**config.mk**
```make
export PLATFORM = sky130hd
export DESIGN_NAME = mem_dump_uart
export DESIGN_NICKNAME = d
export VERILOG_FILES = /design/src/rtl/mem_dump_uart.sv
export SDC_FILE = /design/constraint.sdc
export NUM_CORES = 1
export LEC_CHECK = 0
export ABC_AREA = 1
export ABC_CLOCK_PERIOD_IN_PS = 1500
export CAP_MARGIN = 20
export CORE_ASPECT_RATIO = 0.9
export CORE_UTILIZATION = 48
export CTS_BUF_LIST = sky130_fd_sc_hd__clkbuf_4 sky130_fd_sc_hd__clkbuf_8 sky130_fd_sc_hd__clkbuf_16
export CTS_CLUSTER_SIZE = 28
export DETAILED_ROUTE_END_ITERATION = 6
export GPL_ROUTABILITY_DRIVEN = 0
export GPL_TIMING_DRIVEN = 0
export PLACE_DENSITY = 0.75
export SLEW_MARGIN = 20
export SYNTH_ARGS = -nofsm -noshare
export SYNTH_HDL_FRONTEND = slang
export SYNTH_SLANG_ARGS = --single-unit
export TNS_END_PERCENT = 10
```
**constraint.sdc**
```tcl
create_clock -name clk -period 1.5 [get_ports clk]
set_input_delay 0.15 -clock clk [delete_from_list [all_inputs] [get_ports clk]]
set_output_delay 0.15 -clock clk [all_outputs]
set_load 0.02 [all_outputs]
```
**src/rtl/mem_dump_uart.sv**
```systemverilog
// Reads a contiguous external-memory range and streams it out on UART TX (8N1).
// Optional trailer frame with the 8-bit byte sum: define MEM_DUMP_UART_CHECKSUM_EN.
module mem_dump_uart #(
    parameter int unsigned CLK_DIV   = 104,
    parameter int unsigned READ_WAIT = 2
) (
    input  logic        clk,
    input  logic        reset,
    input  logic        start,
    input  logic [20:0] base_adr,
    input  logic [20:0] length,
    output logic [20:0] adr,
    output logic        read,
    input  logic [7:0]  data_in,
    output logic        tx,
    output logic        busy,
    output logic        done
);

    typedef enum logic [2:0] {IDLE, READ, SEND, NEXT, FINISH} state_t;

    localparam int unsigned CMAX = (CLK_DIV > READ_WAIT) ? CLK_DIV : READ_WAIT;
    localparam int unsigned CW   = $clog2(CMAX);
    localparam logic [CW-1:0] CNT_BIT_END  = CW'(CLK_DIV - 1);
    localparam logic [CW-1:0] CNT_READ_END = CW'(READ_WAIT - 1);

    state_t      state_q, state_d;
    logic [20:0] adr_q, adr_d, count_q, count_d;
    logic [CW-1:0] cnt_q, cnt_d;
    logic [3:0]  bit_q, bit_d;
    logic [7:0]  shift_q, shift_d;
    logic        busy_q, busy_d;
`ifdef MEM_DUMP_UART_CHECKSUM_EN
    logic [7:0]  sum_q, sum_d;
    logic        trailer_q, trailer_d;
`endif

    always_ff @(posedge clk) begin
        if (reset) begin
            state_q   <= IDLE;
            adr_q     <= '0;
            count_q   <= '0;
            cnt_q     <= '0;
            bit_q     <= '0;
            shift_q   <= '0;
            busy_q    <= 1'b0;
`ifdef MEM_DUMP_UART_CHECKSUM_EN
            sum_q     <= '0;
            trailer_q <= 1'b0;
`endif
        end else begin
            state_q   <= state_d;
            adr_q     <= adr_d;
            count_q   <= count_d;
            cnt_q     <= cnt_d;
            bit_q     <= bit_d;
            shift_q   <= shift_d;
            busy_q    <= busy_d;
`ifdef MEM_DUMP_UART_CHECKSUM_EN
            sum_q     <= sum_d;
            trailer_q <= trailer_d;
`endif
        end
    end

    always_comb begin
        state_d   = state_q;
        adr_d     = adr_q;
        count_d   = count_q;
        cnt_d     = cnt_q;
        bit_d     = bit_q;
        shift_d   = shift_q;
        busy_d    = busy_q;
`ifdef MEM_DUMP_UART_CHECKSUM_EN
        sum_d     = sum_q;
        trailer_d = trailer_q;
`endif
        read = 1'b0;
        tx   = 1'b1;
        done = 1'b0;

        case (state_q)
            IDLE: begin
                if (start) begin
                    adr_d   = base_adr;
                    count_d = length;
                    cnt_d   = '0;
                    bit_d   = '0;
`ifdef MEM_DUMP_UART_CHECKSUM_EN
                    sum_d     = '0;
                    trailer_d = 1'b0;
`endif
                    if (length != '0) begin
                        busy_d  = 1'b1;
                        state_d = READ;
                    end else begin
`ifdef MEM_DUMP_UART_CHECKSUM_EN
                        shift_d   = '0;
                        trailer_d = 1'b1;
                        state_d   = SEND;
`else
                        state_d   = FINISH;
`endif
                    end
                end
            end
            READ: begin
                read = 1'b1;
                if (cnt_q == CNT_READ_END) begin
                    shift_d = data_in;
`ifdef MEM_DUMP_UART_CHECKSUM_EN
                    sum_d   = sum_q + data_in;
`endif
                    cnt_d   = '0;
                    bit_d   = '0;
                    state_d = SEND;
                end else begin
                    cnt_d = cnt_q + CW'(1);
                end
            end
            SEND: begin
                // Data bits leave from shift_q[0]; the register shifts at each data-bit boundary.
                if (bit_q == 4'd0)      tx = 1'b0;
                else if (bit_q == 4'd9) tx = 1'b1;
                else                    tx = shift_q[0];
                if (cnt_q == CNT_BIT_END) begin
                    cnt_d = '0;
                    if (bit_q != 4'd0 && bit_q != 4'd9) shift_d = shift_q >> 1;
                    if (bit_q == 4'd9) begin
                        bit_d = '0;
`ifdef MEM_DUMP_UART_CHECKSUM_EN
                        state_d = trailer_q ? FINISH : NEXT;
`else
                        state_d = NEXT;
`endif
                    end else begin
                        bit_d = bit_q + 4'd1;
                    end
                end else begin
                    cnt_d = cnt_q + CW'(1);
                end
            end
            NEXT: begin
                adr_d   = adr_q + 21'd1;
                count_d = count_q - 21'd1;
                cnt_d   = '0;
                bit_d   = '0;
                if (count_q == 21'd1) begin
`ifdef MEM_DUMP_UART_CHECKSUM_EN
                    shift_d   = sum_q;
                    trailer_d = 1'b1;
                    state_d   = SEND;
`else
                    state_d   = FINISH;
`endif
                end else begin
                    state_d = READ;
                end
            end
            FINISH: begin
                done    = 1'b1;
                busy_d  = 1'b0;
                state_d = IDLE;
            end
            default: state_d = IDLE;
        endcase
    end

    assign adr  = adr_q;
    assign busy = busy_q;

endmodule

```
==> impl_metrics.ini <==
[floorplanning]
fp.dieArea_mm2 = 0.009012
start_util = 0.5041
ios = 78
dieHeight_um = 90.16
rows = 31
core_mm2 = 0.008223
fp.dieW_um = 99.96

[synthesis]
synth-async-reset-ratio = 0
syn_inst = 692
synth_common_cells = nand2_1, nor2_1, dfxtp_1, inv_1, nand3_1
yosys_register_bits = 65
syn_area_mm2 = 0.004145
yosys_warnings = 0
synth_cell_types = 37
yosysMostFrequentCell = nand2_1
avgSynthCellArea_um2 = 5.990
synth_edf_count = 0
netlist.area_leader.share = 0.3139
ys_seq_area_frac = 0.3139
yosys.area.top_type = dfxtp_1
synthTopCellsByArea = dfxtp_1, nand2_1, nor2_1
ys.flop_type = dfxtp_1
syn_nets = 753

[timing]
finalCritPeriodShare = 1.168
finalClockSkew_ns = 0.008240
min_period_ns = 1.752
slew_headroom = 0.5487
hold_viol = 0
max_freq_mhz = 570.9
worst_slack_ns = -0.2516
tightest_slew_ns = 0.6770
setup_viol = 59
grt_setup_unrepaired = true
hold_slack_ns = 0.3205
finalMaxSlewViolations = 0

[setup_path]
path_buf_inv = 3
path_cells = nor3_4 > buf_6 > clkinvlp_4 > o32a_1 > buf_6
path_common_cell = buf_6
crit_type = flop to output port
r2r_slack_ns = -0.20
cpPeakStageDelay_ns = 0.37
crit_path_end_kind = output port
path_max_fanout = 3
required_ns = 1.35
critical_path.startpoint = state_q[2]$_SDFFE_PP0P_
critPathTopFamily = flip-flops
crit_slowest_cell = dfxtp_4
cp.arrival_ns = 1.60
setup.worst_path.start_class = flop
r2r-start = cnt_q[1]$_SDFFE_PP0P_

[global_routing]
grt_pass1_wl_um = 21120
grt_max_degree = 13
antenna_found_initial = 0
grt_pass1_vias = 4400
grt-ovfl-total = 0
grt_usage = 0.2961

[placement]
place_inst = 883
port_buffers = 76
dp_hpwl_um = 9288
pre_cts_slack_ns = -0.6174
placed_cell_area_mm2 = 0.005061

[cts]
cts.sinks = 65
cts_made_buffers = 9
cts_tree = built
insertion_delay_ns = 0.36
hold_buffers = 0
clkTransAtPathRegs_ns = 0.08
clk_path_buf_depth = 2
htreeDepth = 3
cts_root_buffer = clkbuf_8

[route]
wl_um = 13420
num_vias = 4963
drt_pass1_iterations = 5
wl_per_cell_um = 14.52
antenna_left = 0
route.detailed.drc = 0
drt_iter0_markers = 423
vias_per_cell = 5.371

[final_layout]
num_antenna_cells = 0
finalNonFillerCells = 924
drive_above_1_share = 0.1557
stdcell_area_mm2 = 0.005783
final_nets = 865
area_growth_pct = 39.51

[run_status]
violations = negative setup slack
status = finished with violations

[hold_path]
holdCritStartpoint = reset
hp-class = input port to flop

[power]
p_leak_nw = 2.471
peakVddDrop_mv = 0.8571
powerDensity_mw_per_mm2 = 1546

[job]
cap_violations = 0
## layer usage
layer	wire (µm)	vias up	global-route usage
li1	-	2451	-
met1	5476	2219	0.3703
met2	6261	255	0.4874
met3	1282	38	0.07232
met4	398	0	0.1127
met5	0	-	0
## power breakdown
part | total [W] | switching [W] | internal, W | leakage (nW)
registers | 0.00263 | 0.000470 | 0.00216 | 0.538
clock network | 0.00175 | 0.000763 | 0.000983 | 0.105
logic | 0.00456 | 0.00269 | 0.00187 | 1.83
## cells in the final DEF (no fill, tap or decap), types with 20 or more instances in the layout
master	synthesis	routed
nand2_1	220	213
nor2_1	123	108
inv_1	65	61
dfxtp_1	65	54
clkdlybuf4s50_1	0	51
nand3_1	47	46
a21oi_1	40	36
buf_4	2	25
dlygate4sd2_1	0	21
o21ai_0	26	20
## state kept, by name (all words and copies together) (netlist names)
name / count
adr: 21
bit_q: 4
busy: 1
cnt_q: 7
count_q: 21
shift_q: 8
state_q: 3
## what timing repair did
| item | in CTS | in global routing |
|---|---|---|
| pin swaps | 9 | 5 |
| buffers inserted | 11 | 13 |
| cloned | 1 | 1 |
| resized for setup | 103 | 39 |
| endpoints found under the setup margin | 87 | 69 |
## final timing paths
path	cells after the start	end
max	5	tx
min	2	count_q[5]$_SDFFE_PP0P_
max reg2reg	11	shift_q[6]$_SDFFE_PP0P_
min reg2reg	2	shift_q[5]$_SDFFE_PP0P_
## cell families after synthesis
logic type | count (synthesis) | share of synthesized area
flops | 65 | 0.3139
buf+inv | 94 | 0.09326
simple gates | 424 | 0.4238
fa+ha+maj | 8 | 0.02415
compound gates | 96 | 0.1343
xor+xnor | 5 | 0.01056
## cell type report
| type | instances | area [µm²] |
|---|---|---|
| fillers | 700 | 2440 |
| clock buffers | 10 | 137.6 |
| clock inverters | 6 | 91.34 |
| repair buffers | 102 | 978.4 |
| flip-flops and latches | 65 | 1325 |
| plain buffers | 22 | 183.9 |
| well taps | 115 | 143.9 |
| inverters | 71 | 281.5 |
| multi-input cells | 533 | 2641 |
## metrics by stage
step | setup TNS [ns] | util | power [W]
after floorplan | -0.07443 | - | 0.005123
after global placement | -14.04 | 0.6155 | 0.006236
after detailed placement | -15.80 | 0.6155 | 0.006336
after CTS | -3.265 | 0.6762 | 0.008487
after global routing | -10.80 | 0.7033 | 0.009511
final | -5.356 | 0.7033 | 0.008942
No activity file was read; power rests on OpenSTA's default activity.
